### src/rtl/v_hier_drv.sv
// Pattern driver / response checker: steps avec through 0..NUM_VEC-1, samples qvec LATENCY clocks later,
// counts masked mismatches. Define V_HIER_DRV_ERRLOG_EN to add first-mismatch capture ports.
module v_hier_drv #(
  parameter int unsigned      WIDTH    = 4,
  parameter int unsigned      NUM_VEC  = 16,
  parameter int unsigned      LATENCY  = 2,
  parameter logic [WIDTH-1:0] EXP_XOR  = '0,
  parameter logic [WIDTH-1:0] CHK_MASK = '1
) (
  input  logic             clk,
  input  logic             rst_n,
  input  logic             start,
  output logic [WIDTH-1:0] avec,
  input  logic [WIDTH-1:0] qvec,
  output logic             busy,
  output logic             done,
  output logic             pass,
  output logic [7:0]       err_count
`ifdef V_HIER_DRV_ERRLOG_EN
  ,
  output logic [WIDTH-1:0] first_err_vec,
  output logic [WIDTH-1:0] first_err_q
`endif
);

  typedef enum logic [1:0] {S_IDLE, S_RUN, S_DONE} state_t;

  localparam logic [3:0]     LAT_LAST = 4'(LATENCY - 1);
  localparam logic [WIDTH:0] IDX_LAST = (WIDTH + 1)'(NUM_VEC - 1);

  state_t           r_state, w_next;
  logic [3:0]       r_wait;
  logic [WIDTH:0]   r_idx;
  logic [WIDTH-1:0] r_avec;
  logic             r_busy, r_done, r_pass;
  logic [7:0]       r_err;

  logic             w_sample, w_last, w_mism, w_hit;
  logic [7:0]       w_err_nxt;
  logic [WIDTH:0]   w_idx_inc;

  assign w_sample  = (r_state == S_RUN) && (r_wait == LAT_LAST);
  assign w_last    = w_sample && (r_idx == IDX_LAST);
  assign w_mism    = |((qvec ^ r_avec ^ EXP_XOR) & CHK_MASK);
  assign w_hit     = w_sample && w_mism;
  assign w_err_nxt = (w_hit && (r_err != 8'hFF)) ? r_err + 8'd1 : r_err;
  assign w_idx_inc = r_idx + 1'b1;

  always_ff @(posedge clk or negedge rst_n) begin
    if (!rst_n) r_state <= S_IDLE;
    else        r_state <= w_next;
  end

  always_comb begin
    w_next = r_state;
    case (r_state)
      S_IDLE:  if (start) w_next = S_RUN;
      S_RUN:   if (w_last) w_next = S_DONE;
      S_DONE:  w_next = S_IDLE;
      default: w_next = S_IDLE;
    endcase
  end

`ifdef V_HIER_DRV_ERRLOG_EN
  logic             r_logged;
  logic [WIDTH-1:0] r_fe_vec, r_fe_q;

  // A separate flag is needed: a legitimate first mismatch can be at avec==0 with qvec==0 masked bits.
  always_ff @(posedge clk or negedge rst_n) begin
    if (!rst_n) begin
      r_logged <= 1'b0;
      r_fe_vec <= '0;
      r_fe_q   <= '0;
    end else if (r_state == S_IDLE && start) begin
      r_logged <= 1'b0;
      r_fe_vec <= '0;
      r_fe_q   <= '0;
    end else if (w_hit && !r_logged) begin
      r_logged <= 1'b1;
      r_fe_vec <= r_avec;
      r_fe_q   <= qvec;
    end
  end

  assign first_err_vec = r_fe_vec;
  assign first_err_q   = r_fe_q;
`endif

  always_ff @(posedge clk or negedge rst_n) begin
    if (!rst_n) begin
      r_wait <= '0;
      r_idx  <= '0;
      r_avec <= '0;
      r_busy <= 1'b0;
      r_done <= 1'b0;
      r_pass <= 1'b0;
      r_err  <= '0;
    end else begin
      case (r_state)
        S_IDLE: begin
          if (start) begin
            r_wait <= '0;
            r_idx  <= '0;
            r_avec <= '0;
            r_err  <= '0;
            r_pass <= 1'b0;
            r_busy <= 1'b1;
          end
        end
        S_RUN: begin
          r_err <= w_err_nxt;
          if (w_sample) begin
            r_wait <= '0;
            if (!w_last) begin
              r_idx  <= w_idx_inc;
              r_avec <= w_idx_inc[WIDTH-1:0];
            end else begin
              r_busy <= 1'b0;
              r_done <= 1'b1;
              r_pass <= (w_err_nxt == 8'd0);
              r_avec <= '0;
            end
          end else begin
            r_wait <= r_wait + 4'd1;
          end
        end
        S_DONE:  r_done <= 1'b0;
        default: r_done <= 1'b0;
      endcase
    end
  end

  assign avec      = r_avec;
  assign busy      = r_busy;
  assign done      = r_done;
  assign pass      = r_pass;
  assign err_count = r_err;

endmodule

### config.mk
export PLATFORM = sky130hd
export DESIGN_NAME = v_hier_drv
export DESIGN_NICKNAME = d
export VERILOG_FILES = /design/src/rtl/v_hier_drv.sv
export SDC_FILE = /design/constraint.sdc
export NUM_CORES = 1
export LEC_CHECK = 0
export BUFFER_PORTS_ARGS = -buffer_cell sky130_fd_sc_hd__buf_2
export CAP_MARGIN = 20
export CORE_MARGIN = 3
export CORE_UTILIZATION = 35
export DETAILED_ROUTE_END_ITERATION = 8
export MAX_ROUTING_LAYER = met4
export SLEW_MARGIN = 20
export SYNTH_ARGS = -nofsm -noshare
export SYNTH_HDL_FRONTEND = slang
export SYNTH_SLANG_ARGS = --single-unit
### constraint.sdc
create_clock -name clk -period 3.3 [get_ports clk]
set_clock_uncertainty 0.15 [all_clocks]
set_input_delay 0.165 -clock clk [delete_from_list [all_inputs] [get_ports clk]]
set_output_delay 0.165 -clock clk [all_outputs]
set_load 0.005 [all_outputs]
# Word-level counts from Yosys, hierarchy flattened
# Cells that the tools add are included.
[op_classes] bitwise=2 eq_ne=8 n_reduce_logical=14 add_sub_neg=3 n_mux=27
[op_table] op="4-bit 2-to-1 mux" n=4
[op_table] op="8-bit 2-to-1 mux" n=2
[op_table] op="4-bit case mux with 2 select lines" n=2
[op_table] op="8-bit case mux with 2 select lines" n=1
[op_table] op="5-bit 2-to-1 mux" n=3
[op_table] op="5-bit case mux with 2 select lines" n=1
[op_table] op="8-bit by 1-bit adder with 8-bit output, second input constant" n=1
[op_table] op="8-bit zero test" n=1
[op_table] op="1-bit 2-to-1 mux" n=8
[op_table] op="2-bit != test, second input constant" n=4
[op_table] op="8-bit != test, second input constant" n=1
[op_table] op="4-bit AND reduction" n=2
[op_table] op="1-bit case mux with 2 select lines" n=3
[op_table] op="3-bit AND reduction" n=2
[op_table] op="5-bit by 1-bit adder with 5-bit output, second input constant" n=1
[op_table] op="5-bit by 4-bit == test with 1-bit output, second input constant" n=1
[op_table] op="4-bit by 1-bit adder with 4-bit output, second input constant" n=1
[op_table] op="4-bit by 1-bit == test with 1-bit output, second input constant" n=1
[op_table] op="1-bit logical AND" n=4
[op_table] op="2-bit 2-to-1 mux" n=2
[op_table] op="2-bit case mux with 2 select lines" n=1
[op_table] op="2-bit AND reduction" n=2
[op_table] op="4-bit OR reduction" n=1
[op_table] op="4-bit bitwise XOR" n=1
[op_table] op="other kinds (4)" n=4
[word_totals] reg_bits=26 out_inout_bits=15 wordCells=62

# Depth between registers and ports, before layout
# Gate-level depths: netlist of the first run.
[logic_depth] word_depth=9 ltp_mapped=8

# Worst setup path after synthesis of the first run
# OpenSTA, ideal clock, no wires.
[synth_path] path_kind="reg-to-reg" from="register r_wait[1]" to="register r_pass (netlist: pass)" slack_ns=1.226 stages_incl_launch_ff=8 t_required_ns=3.058 period_less_slack_ns=2.074 arrival_ns=1.832 path_cell_list="dfrtp_1 -> inv_1 -> ha_1 -> nor3b_2 -> nand2_1 -> or3_4 -> mux2_4 -> o31ai_2"
[synth_between] elab_chain_len=9 word_cells_on_any_way=13 classes_between="3 x eq/ne; 4 x mux; 6 x reduce/logical"
[synth_rtl] item="from (decl)" line="32" text="logic [3:0] r_wait;"
[synth_rtl] item="from (signal assigned)" line="124" text="r_wait <= r_wait + 4'd1;"
[synth_rtl] item="4-bit by 1-bit == test with 1-bit output (*)" line="42" text="assign w_sample = (r_state == S_RUN) && (r_wait == LAT_LAST);"
[synth_rtl] item="1-bit logical AND (*)" line="42"
[synth_rtl] item="1-bit logical AND" line="45" text="assign w_hit = w_sample && w_mism;"
[synth_rtl] item="1-bit logical AND" line="46" text="assign w_err_nxt = (w_hit && (r_err != 8'hFF)) ? r_err + 8'd1 : r_err;"
[synth_rtl] item="8-bit 2-to-1 mux" line="46"
[synth_rtl] item="8-bit zero test" line="120" text="r_pass <= (w_err_nxt == 8'd0);"
[synth_rtl] item="1-bit 2-to-1 mux" line="114" text="if (!w_last) begin"
[synth_rtl] item="1-bit 2-to-1 mux" line="112" text="if (w_sample) begin"
[synth_rtl] item="1-bit case mux with 2 select lines" line="99" text="case (r_state)"
[synth_rtl] item="to (signal assigned)" line="120"
[synth_rtl] item="to (decl)" line="35" text="logic r_busy, r_done, r_pass;"
# Mark *: on every way between the ends. The rest lies on a longest branch, timed or not. The select of a mux whose other input is x is not followed.
# A chain may end at the register's enable or synchronous reset.

# Final worst setup path of the first run
# Ends and elaborated chain as after synthesis.

==> results of run 1 <==
==> metal layers <==
metal  wire length, microns  GRT usage  share of wire
met3                    125     0.0341          0.037
met1                   1580      0.178           0.47
met2                   1630      0.244           0.49
met5                      0          -              0
met4                     17     0.0292         0.0051
==> worst max-delay path: cells and delay by family (launching register included) <==
| family | cells | cell delay, ns |
|---|---|---|
| buffers and inverters | 1 | 0.08 |
| multiplexers | 1 | 0.31 |
| AO/OA/AOI/OAI | 1 | 0.19 |
| flip-flops | 1 | 0.41 |
| AND/OR/NAND/NOR | 3 | 0.97 |
| adder cells (fa/ha/maj) | 1 | 0.16 |
==> layout by cell type, fill, tap and decap left out, drive strengths merged, types with 2 or more instances in the layout <==
cell / instances
nor2: 9
and2: 2
o211ai: 7
nand2: 12
xnor2: 6
o21a: 4
a21oi: 4
a22o: 3
nor3: 4
buf: 21
inv: 3
or3: 2
mux2i: 2
nand3: 7
xor2: 2
o21ai: 15
and4: 2
nor2b: 3
clkbuf: 3
nand2b: 4
dfrtp: 26
a21o: 3
and3: 3
ha: 5
mux2: 2
nand4: 3
a31oi: 2
==> logic make-up (layout without fill, tap and decap cells) <==
kind of cell / count (synthesis) / in the layout / share of synthesized area
adders and majority gates: 5 / 5 / 0.0427
DFF: 26 / 26 / 0.444
and+or+nand+nor: 58 / 58 / 0.220
buffers and inverters: 6 / 29 / 0.0205
xor gates and xnor gates: 8 / 8 / 0.0478
AOI/OAI and AO/OA: 43 / 43 / 0.194
muxes: 4 / 4 / 0.0316
==> per-stage QoR <==
step                 util  cells  worst slack, ns  hold slack [ns]  instance area [sq um]
CTS                 0.440    221            0.940           0.0521                   1690
detailed placement  0.419    216            0.996           0.0612                   1610
global placement    0.419    216             1.13           0.0476                   1610
floorplan               -    150             1.23           -0.281                   1470
finish              0.440    221            0.937           0.0475                   1690
global route        0.440    221            0.755           0.0565                   1690
==> worst min-delay path by stage <==
| stage | startpoint | to | cells past startpoint |
|---|---|---|---|
| 6_report | start | busy | 3 |
| 5_1_grt | start | busy | 3 |
| 4_1_cts | start | busy | 3 |
| 3_5_place_dp | rst_n | err_count[4] | 1 |
| 3_3_place_gp | rst_n | err_count[0] | 1 |
| 2_1_floorplan | rst_n | avec[0] | 0 |
==> layout make-up <==
type | instances | area share
Multi-Input combinational cell | 118 | 0.464
Sequential cell | 26 | 0.384
Timing Repair Buffer | 22 | 0.0679
Tap cell | 48 | 0.0355
Clock buffer | 3 | 0.0244
Clock inverter | 1 | 0.0177
Inverter | 3 | 0.00665
==> power by group through the flow <==
stage / registers (mW) / clock network (mW) / logic (mW)
floorplan: 0.528 / 0 / 0.326
global placement: 0.554 / 0 / 0.425
detailed placement: 0.562 / 0 / 0.441
CTS: 0.555 / 0.278 / 0.446
global route: 0.577 / 0.290 / 0.502
finish: 0.555 / 0.271 / 0.437
==> sequential cells by signal, summed over array words and instances, names as in the netlist <==
signal	count
done	1
r_state	2
r_idx	5
avec	4
busy	1
err_count	8
r_wait	4
pass	1
==> flow_metrics.py, run 1 <==
metrics = {
    "critical_path": {
        "critical_path_class": "register to register",
        "crit_slowest_cell": "dfrtp_1",
        "crit_required_ns": 3.34,
        "slowest_delay_ns": 0.41,
        "worstPathCellList": "inv_1 -> ha_1 -> nor3b_2 -> nand2_1 -> or3_4 -> mux2_4 -> o31ai_2",
        "crit_fanout": 6,
        "r2r_slack_ns": 0.94,
        "reg2reg_to": "pass",
        "cp-startpoint": "r_wait[1]",
        "critPathArrivalTime_ns": 2.40,
        "cp-start-kind": "register",
        "r2r_start": "r_wait[1]",
        "worstRegToRegCells": 7,
        "cp-endpoint": "pass",
        "cp-end-kind": "register",
    },
    "pwr": {
        "comb_power_share": 0.346,
        "power.density_nw_per_um2": 746,
        "power.total_mw": 1.26,
        "power.internal_mw": 0.800,
        "ir_worst_vdd_v": 0.000288,
        "p_sw_mw": 0.463,
        "clkPwrFrac": 0.214,
        "p_seq_frac": 0.439,
        "leakage_nw": 0.762,
        "switching_share": 0.366,
    },
    "cells_and_area": {
        "drive_above_1_share": 0.179,
        "antenna_cells": 0,
        "nFillCells": 379,
        "area_growth_pct": 15.5,
        "seq_area_sq_um": 651,
        "multi_input_area_sq_um": 786,
        "finalNetCount": 186,
    },
    "timing": {
        "slew_headroom": 0.601,
        "clock.fmax_mhz": 423,
        "min_period_ns": 2.36,
        "rsz0062_at_grt": "false",
        "fin_tns_setup_ns": 0,
        "slew_violations": 0,
        "hold_viol_final": 0,
        "setup-violations-final": 0,
        "period_share": 0.716,
        "tightest_slew_ns": 0.596,
    },
    "die": {
        "initial_utilization": 0.381,
        "die_w_microns": 70.7,
        "dieHeight_microns": 70.7,
        "core-area_sq_um": 3850,
        "num_rows": 22,
        "die_area_sq_um": 5000,
        "io_pins": 22,
    },
    "drt": {
        "wl_per_cell_microns": 15.2,
        "drc": 0,
        "ant_nets": 0,
        "dr.pass1.iters": 4,
        "routed_wl_mm": 3.35,
        "drtIter0Drc": 62,
        "avgViaCountPerCell": 5.52,
        "num_vias": 1220,
    },
    "hold_path": {
        "hold_path.class": "primary input to register",
    },
    "clocking": {
        "clkTransAtPathRegs_ns": 0.10,
        "clockBufferDepth": 2,
        "clkLatencyLatePin_ns": 0.27,
        "ctsHoldBuffers": 1,
        "htree_levels": 1,
        "cts.sinks": 26,
        "clockRootBuffer": "clkbuf_8",
        "cts_tree": "done",
        "cts_buffers": 3,
        "cts-resized-gates": 0,
        "post-cts-setup-buffer-count": 0,
    },
    "synth": {
        "synth.most_common_cell": "dfrtp_1",
        "ys_types": 42,
        "ys_warn_count": 0,
        "synth_edf_count": 0,
        "synth_area_sq_um": 1470,
        "async_reset_ff_frac": 1.00,
        "synth_common_cells": "dfrtp_1 (26), nand2_1 (12), o21ai_0 (12), nor2_1 (9)",
        "synth_area_leader_cell": "dfrtp_1",
        "synth_cells": 150,
        "synthFlopType": "dfrtp_1",
        "synth_fp_nets": 162,
        "synth_top_cell_area_share": 0.444,
        "ys_seq_area_frac": 0.444,
        "synth-seq-cells": 26,
        "ys_top_cells_by_area": "dfrtp_1 (44%), ha_1 (4.3%), o21ai_0 (4.1%)",
        "syn_area_per_cell_sq_um": 9.78,
    },
    "outcome": {
        "status": "complete, no violations",
    },
    "grt": {
        "grt_pass1_wl_mm": 5.73,
        "overflow": 0,
        "antenna_found_initial": 0,
        "grt.total_usage": 0.145,
        "grt_max_degree": 27,
        "grt_pass1_vias": 1245,
    },
    "place": {
        "dpl.hpwl_mm": 2.50,
        "port_buffers": 21,
        "routabilityCongestion": 0.816,
    },
    "job": {
        "max_cap_viol_count": 0,
    },
}
(Power assumes the default switching activity.)
==> run 2: changes to the inputs <==
==> constraint.sdc (replaced) <==
create_clock -name clk -period 2.4 [get_ports clk]
set_clock_uncertainty 0.15 [all_clocks]
set_input_delay 0.12 -clock clk [delete_from_list [all_inputs] [get_ports clk]]
set_output_delay 0.12 -clock clk [all_outputs]
set_load 0.005 [all_outputs]
==> run 2 against run 1 <==
Compared with the run above:
- largest cell class unchanged
- count of clock-buffer cells in the layout did not move
- cell count did not move
- clock power fell by 9.6%
- via count rose by 0.25%
- non-clock buffer count rose by 1
- register-to-register slack got worse by 0.71 ns
- power rose by 28%
- combinational power rose by 39%
==> flow_metrics.py, run 2 (synthesized netlist as in run 1, its figures left out) <==
metrics = {
    "outcome": {
        "status": "complete, no violations",
    },
    "die": {
        "initial_utilization": 0.381,
        "num_rows": 22,
        "die_w_microns": 70.7,
        "core-area_sq_um": 3850,
        "die_area_sq_um": 5000,
        "dieHeight_microns": 70.7,
        "io_pins": 22,
    },
    "clocking": {
        "cts.sinks": 26,
        "cts-resized-gates": 0,
        "clkTransAtPathRegs_ns": 0.09,
        "clockBufferDepth": 2,
        "clockRootBuffer": "clkbuf_8",
        "clkLatencyLatePin_ns": 0.27,
        "cts_tree": "done",
        "cts_buffers": 3,
        "htree_levels": 1,
    },
    "place": {
        "routabilityCongestion": 0.800,
        "postPlaceCellArea_sq_um": 1620,
        "port_buffers": 21,
        "dpl.hpwl_mm": 2.39,
        "post-place-ws_ns": 0.277,
    },
    "timing": {
        "hold_viol_final": 0,
        "slew_headroom": 0.599,
        "fin_ws_ns": 0.225,
        "setup-violations-final": 0,
        "fin_tns_setup_ns": 0,
        "min_period_ns": 2.17,
        "hold-worst-slack_ns": 0.0145,
        "clock.fmax_mhz": 460,
        "rsz0062_at_grt": "false",
        "tightest_slew_ns": 0.599,
        "period_share": 0.906,
        "slew_violations": 0,
    },
    "cells_and_area": {
        "finalNetCount": 187,
        "antenna_cells": 0,
        "drive_above_1_share": 0.179,
        "multi_input_area_sq_um": 786,
        "design_area_sq_um": 1670,
        "layout_commonest_cell": "dfrtp_1",
        "layout_common_cells": "dfrtp_1 (26), buf_2 (21), nand2_1 (12), o21ai_0 (12), nor2_1 (9)",
        "seq_area_sq_um": 651,
        "nFillCells": 383,
        "largest_reg_flops": 8,
        "area_growth_pct": 14.0,
    },
    "pwr": {
        "leakage_nw": 0.753,
        "ir_worst_vdd_v": 0.000432,
        "power.density_nw_per_um2": 965,
    },
    "critical_path": {
        "crit_slowest_cell": "or3_4",
        "worstPathCellList": "inv_1 -> ha_1 -> nor3b_2 -> nand2_1 -> or3_4 -> mux2_4 -> o31ai_2",
        "r2r_start": "r_wait[1]",
        "r2r_slack_ns": 0.23,
        "critPathArrivalTime_ns": 2.21,
        "reg2reg_to": "pass",
        "crit_buf_inv": 1,
        "cp-end-kind": "register",
        "crit_family": "simple AND/OR/NAND/NOR gates",
        "slowest_delay_ns": 0.42,
        "cp-start-kind": "register",
        "worstRegToRegCells": 7,
        "crit_required_ns": 2.43,
        "critical_path_class": "register to register",
        "crit_fanout": 4,
    },
    "grt": {
        "grt.total_usage": 0.143,
        "antenna_found_initial": 0,
        "overflow": 0,
        "grt_pass1_vias": 1168,
        "grt_max_degree": 27,
        "grt_pass1_wl_mm": 5.62,
    },
    "drt": {
        "wl_met1_mm": 1.52,
        "ant_nets": 0,
        "avgViaCountPerCell": 5.53,
        "routed.top_layer": "met4",
        "drtIter0Drc": 134,
        "routed-wl-met3_microns": 145,
        "num_vias": 1223,
        "dr.pass1.iters": 4,
        "routed_wl_mm": 3.19,
        "wl_per_cell_microns": 14.4,
        "drc": 0,
        "met2RoutedLength_mm": 1.51,
    },
    "hold_path": {
        "min_from": "start",
        "hold_depth": 3,
        "min_to": "busy",
        "hold_path.class": "primary input to register",
    },
    "job": {
        "max_cap_viol_count": 0,
    },
}
## run 2: cell types whose count changed in the layout (fill, tap and decap cells not counted)
cell       previous run  this run
buf_4                 0         1
bufinv_16             1         0
## run 2: tightest hold or removal path: stages
cell     delay (ns)
buf_2          0.10
a21oi_1        0.06
a21oi_1        0.10
## run 2: worst max path at each step
stage | start | cells past startpoint | slack (ns) | end
2_1_floorplan | r_wait[1] | 7 | 0.33 | pass
3_3_place_gp | err_count[0] | 6 | 0.29 | err_count[5]
3_5_place_dp | r_wait[1] | 7 | 0.28 | pass
4_1_cts | r_wait[1] | 7 | 0.23 | pass
5_1_grt | err_count[0] | 6 | 0.07 | err_count[7]
6_report | r_wait[1] | 7 | 0.23 | pass
## run 2: layer usage
| metal | global-route usage | vias up |
|---|---|---|
| met1 | 0.188 | 590 |
| met4 | 0.0313 | 0 |
| met5 | - | - |
| met3 | 0.0384 | 5 |
| li1 | - | 600 |
| met2 | 0.222 | 28 |
## run 2: through the flow
step,cells,util,power (mW)
6_report,221,0.434,1.61
3_5_place_dp,217,0.420,1.38
2_1_floorplan,150,-,1.17
4_1_cts,221,0.434,1.63
3_3_place_gp,217,0.420,1.36
5_1_grt,221,0.434,1.76
## run 2: layout make-up
cell class,instances,share of cell area
repair buffers,23,0.0734
flip-flops and latches,26,0.389
multi-input cells,118,0.470
clock buffers,3,0.0247
inverters,3,0.00674
well taps,48,0.0359
## run 2: what timing repair did
item,4_1_cts,5_1_grt
endpoints found under the hold margin,26,0
hold buffers,1,0
buffers inserted,0,0
## run 2: where the power goes
group,total [mW],internal [mW],switching [mW]
Combinational,0.606,0.309,0.297
Sequential,0.762,0.575,0.187
Clock,0.245,0.113,0.132
Total,1.61,0.996,0.616
==> run 3: changes to the inputs <==
--- a/config.mk
+++ b/config.mk
@@ -5,11 +5,12 @@
 export SDC_FILE = /design/constraint.sdc
 export NUM_CORES = 1
 export LEC_CHECK = 0
-export BUFFER_PORTS_ARGS = -buffer_cell sky130_fd_sc_hd__buf_2
+export BUFFER_PORTS_ARGS = -buffer_cell sky130_fd_sc_hd__buf_4
 export CAP_MARGIN = 20
 export CORE_MARGIN = 3
 export CORE_UTILIZATION = 35
 export DETAILED_ROUTE_END_ITERATION = 8
+export GPL_TIMING_DRIVEN = 0
 export MAX_ROUTING_LAYER = met4
 export SLEW_MARGIN = 20
 export SYNTH_ARGS = -nofsm -noshare
==> run 3 against run 2 <==
Compared with the run above:
- global-route usage up 0.47 points
- via count up 2.6%
- sequential power down 0.8%
- sequential share of layout area down 2.4 points
- critical endpoint unchanged
- highest routed layer unchanged
==> flow_metrics.py, run 3 (synthesized netlist as in run 1, its figures left out) <==
metrics = {
    "outcome": {
        "status": "complete, no violations",
    },
    "drt": {
        "dr.pass1.iters": 4,
        "drc": 0,
        "avgViaCountPerCell": 5.55,
        "routed_wl_mm": 3.35,
        "wl_per_cell_microns": 14.8,
        "num_vias": 1255,
        "ant_nets": 0,
        "drtIter0Drc": 75,
    },
    "clocking": {
        "clockBufferDepth": 2,
        "htree_levels": 1,
        "cts_buffers": 3,
        "cts.sinks": 26,
        "clockRootBuffer": "clkbuf_8",
        "cts_tree": "done",
        "clkLatencyLatePin_ns": 0.28,
        "clkTransAtPathRegs_ns": 0.10,
    },
    "cells_and_area": {
        "fin_cells": 226,
        "drive_above_1_share": 0.191,
        "layout_common_cells": "dfrtp_1 (26), buf_4 (22), nand2_1 (12), o21ai_0 (12), nor2_1 (9)",
        "antenna_cells": 0,
        "finalNetCount": 191,
        "largest_reg_flops": 8,
        "layout_commonest_cell": "dfrtp_1",
        "area_growth_pct": 21.3,
        "nFillCells": 367,
    },
    "place": {
        "routabilityCongestion": 0.796,
        "port_buffers": 21,
        "dpl.hpwl_mm": 2.38,
        "dp_cells": 219,
    },
    "pwr": {
        "p_seq_frac": 0.433,
        "p_sw_mw": 0.656,
        "comb_power_share": 0.398,
        "switching_share": 0.376,
        "power.density_nw_per_um2": 981,
        "clkPwrFrac": 0.169,
        "power.internal_mw": 1.09,
        "ir_worst_vdd_v": 0.000476,
        "leakage_nw": 0.786,
    },
    "grt": {
        "grt_max_degree": 27,
        "grt_pass1_wl_mm": 5.84,
        "antenna_found_initial": 0,
        "overflow": 0,
        "grt.total_usage": 0.148,
        "grt_pass1_vias": 1271,
    },
    "die": {
        "num_rows": 22,
        "dieHeight_microns": 70.7,
        "die_w_microns": 70.7,
        "io_pins": 22,
        "core-area_sq_um": 3850,
        "initial_utilization": 0.381,
        "die_area_sq_um": 5000,
    },
    "critical_path": {
        "crit_fanout": 5,
        "crit_required_ns": 2.45,
        "r2r_slack_ns": 0.14,
        "cp-end-kind": "register",
        "reg2reg_to": "pass",
        "worstRegToRegCells": 7,
        "cp-start-kind": "register",
        "critPathArrivalTime_ns": 2.30,
        "critical_path_class": "register to register",
        "r2r_start": "r_wait[1]",
    },
    "timing": {
        "tightest_slew_ns": 0.639,
        "min_period_ns": 2.26,
        "slew_violations": 0,
        "fin_tns_setup_ns": 0,
        "hold_viol_final": 0,
        "slew_headroom": 0.569,
        "period_share": 0.941,
        "rsz0062_at_grt": "false",
        "setup-violations-final": 0,
        "clock.fmax_mhz": 443,
    },
    "hold_path": {
        "hold_path.class": "primary input to asynchronous set/reset pin",
    },
    "job": {
        "max_cap_viol_count": 0,
    },
}
[run 3: cell type report]
class	count	area [sq um]	area share
sequential	26	651	0.366
clock buffer	4	55.1	0.0309
tap	48	60.1	0.0338
inverter	3	11.3	0.00633
timing repair buffer	24	185	0.104
buffer	3	18.8	0.0105
multi-input combinational	118	798	0.449
[run 3: worst max-delay path, stage by stage, from the launching register on]
cell and delay, ns:
dfrtp_1 0.40, inv_1 0.08, ha_1 0.19, nor3b_4 0.28, nand2_1 0.17, or3_4 0.41
mux2_4 0.31, o31ai_2 0.18
[run 3: power by group through the flow]
stage                     Clock, mW  Combinational (mW)  Sequential, mW
final                         0.295               0.695           0.756
after global routing          0.325               0.784           0.783
after global placement            0               0.655           0.749
after floorplan                   0               0.448           0.726
after CTS                     0.301               0.683           0.751
after detailed placement          0               0.675           0.760
[run 3: how the worst max path moves through the flow]
stage,from,to,slack [ns],depth (start not counted)
6_report,r_wait[1],pass,0.14,7
2_1_floorplan,r_wait[1],pass,0.33,7
3_5_place_dp,r_wait[1],pass,0.09,7
5_1_grt,r_idx[0],r_idx[2],0.001,8
4_1_cts,r_wait[1],pass,0.04,7
3_3_place_gp,r_wait[1],pass,0.09,7
[run 3: through the flow]
step | power, mW | utilization | hold slack [ns] | instance area, sq um | worst slack, ns
floorplan | 1.17 | - | -0.326 | 1470 | 0.326
global placement | 1.40 | 0.437 | -0.100 | 1680 | 0.0934
detailed placement | 1.43 | 0.437 | -0.0982 | 1680 | 0.0853
CTS | 1.74 | 0.456 | 0.134 | 1760 | 0.0363
global route | 1.89 | 0.462 | 0.156 | 1780 | 0.00111
finish | 1.75 | 0.462 | 0.116 | 1780 | 0.141
[run 3: per-layer routing]
layer | wire [microns] | part of all wire | track usage
met5 | 0 | 0 | -
met4 | 39 | 0.012 | 0.0376
met3 | 147 | 0.044 | 0.0369
met2 | 1580 | 0.47 | 0.233
met1 | 1580 | 0.47 | 0.191
[run 3: repair_timing]
action                                 CTS  global route
setup buffers                            0             1
gates resized for setup                  0             2
setup endpoints to repair                0             4
hold buffers                             2             0
endpoints found under the hold margin   27             0
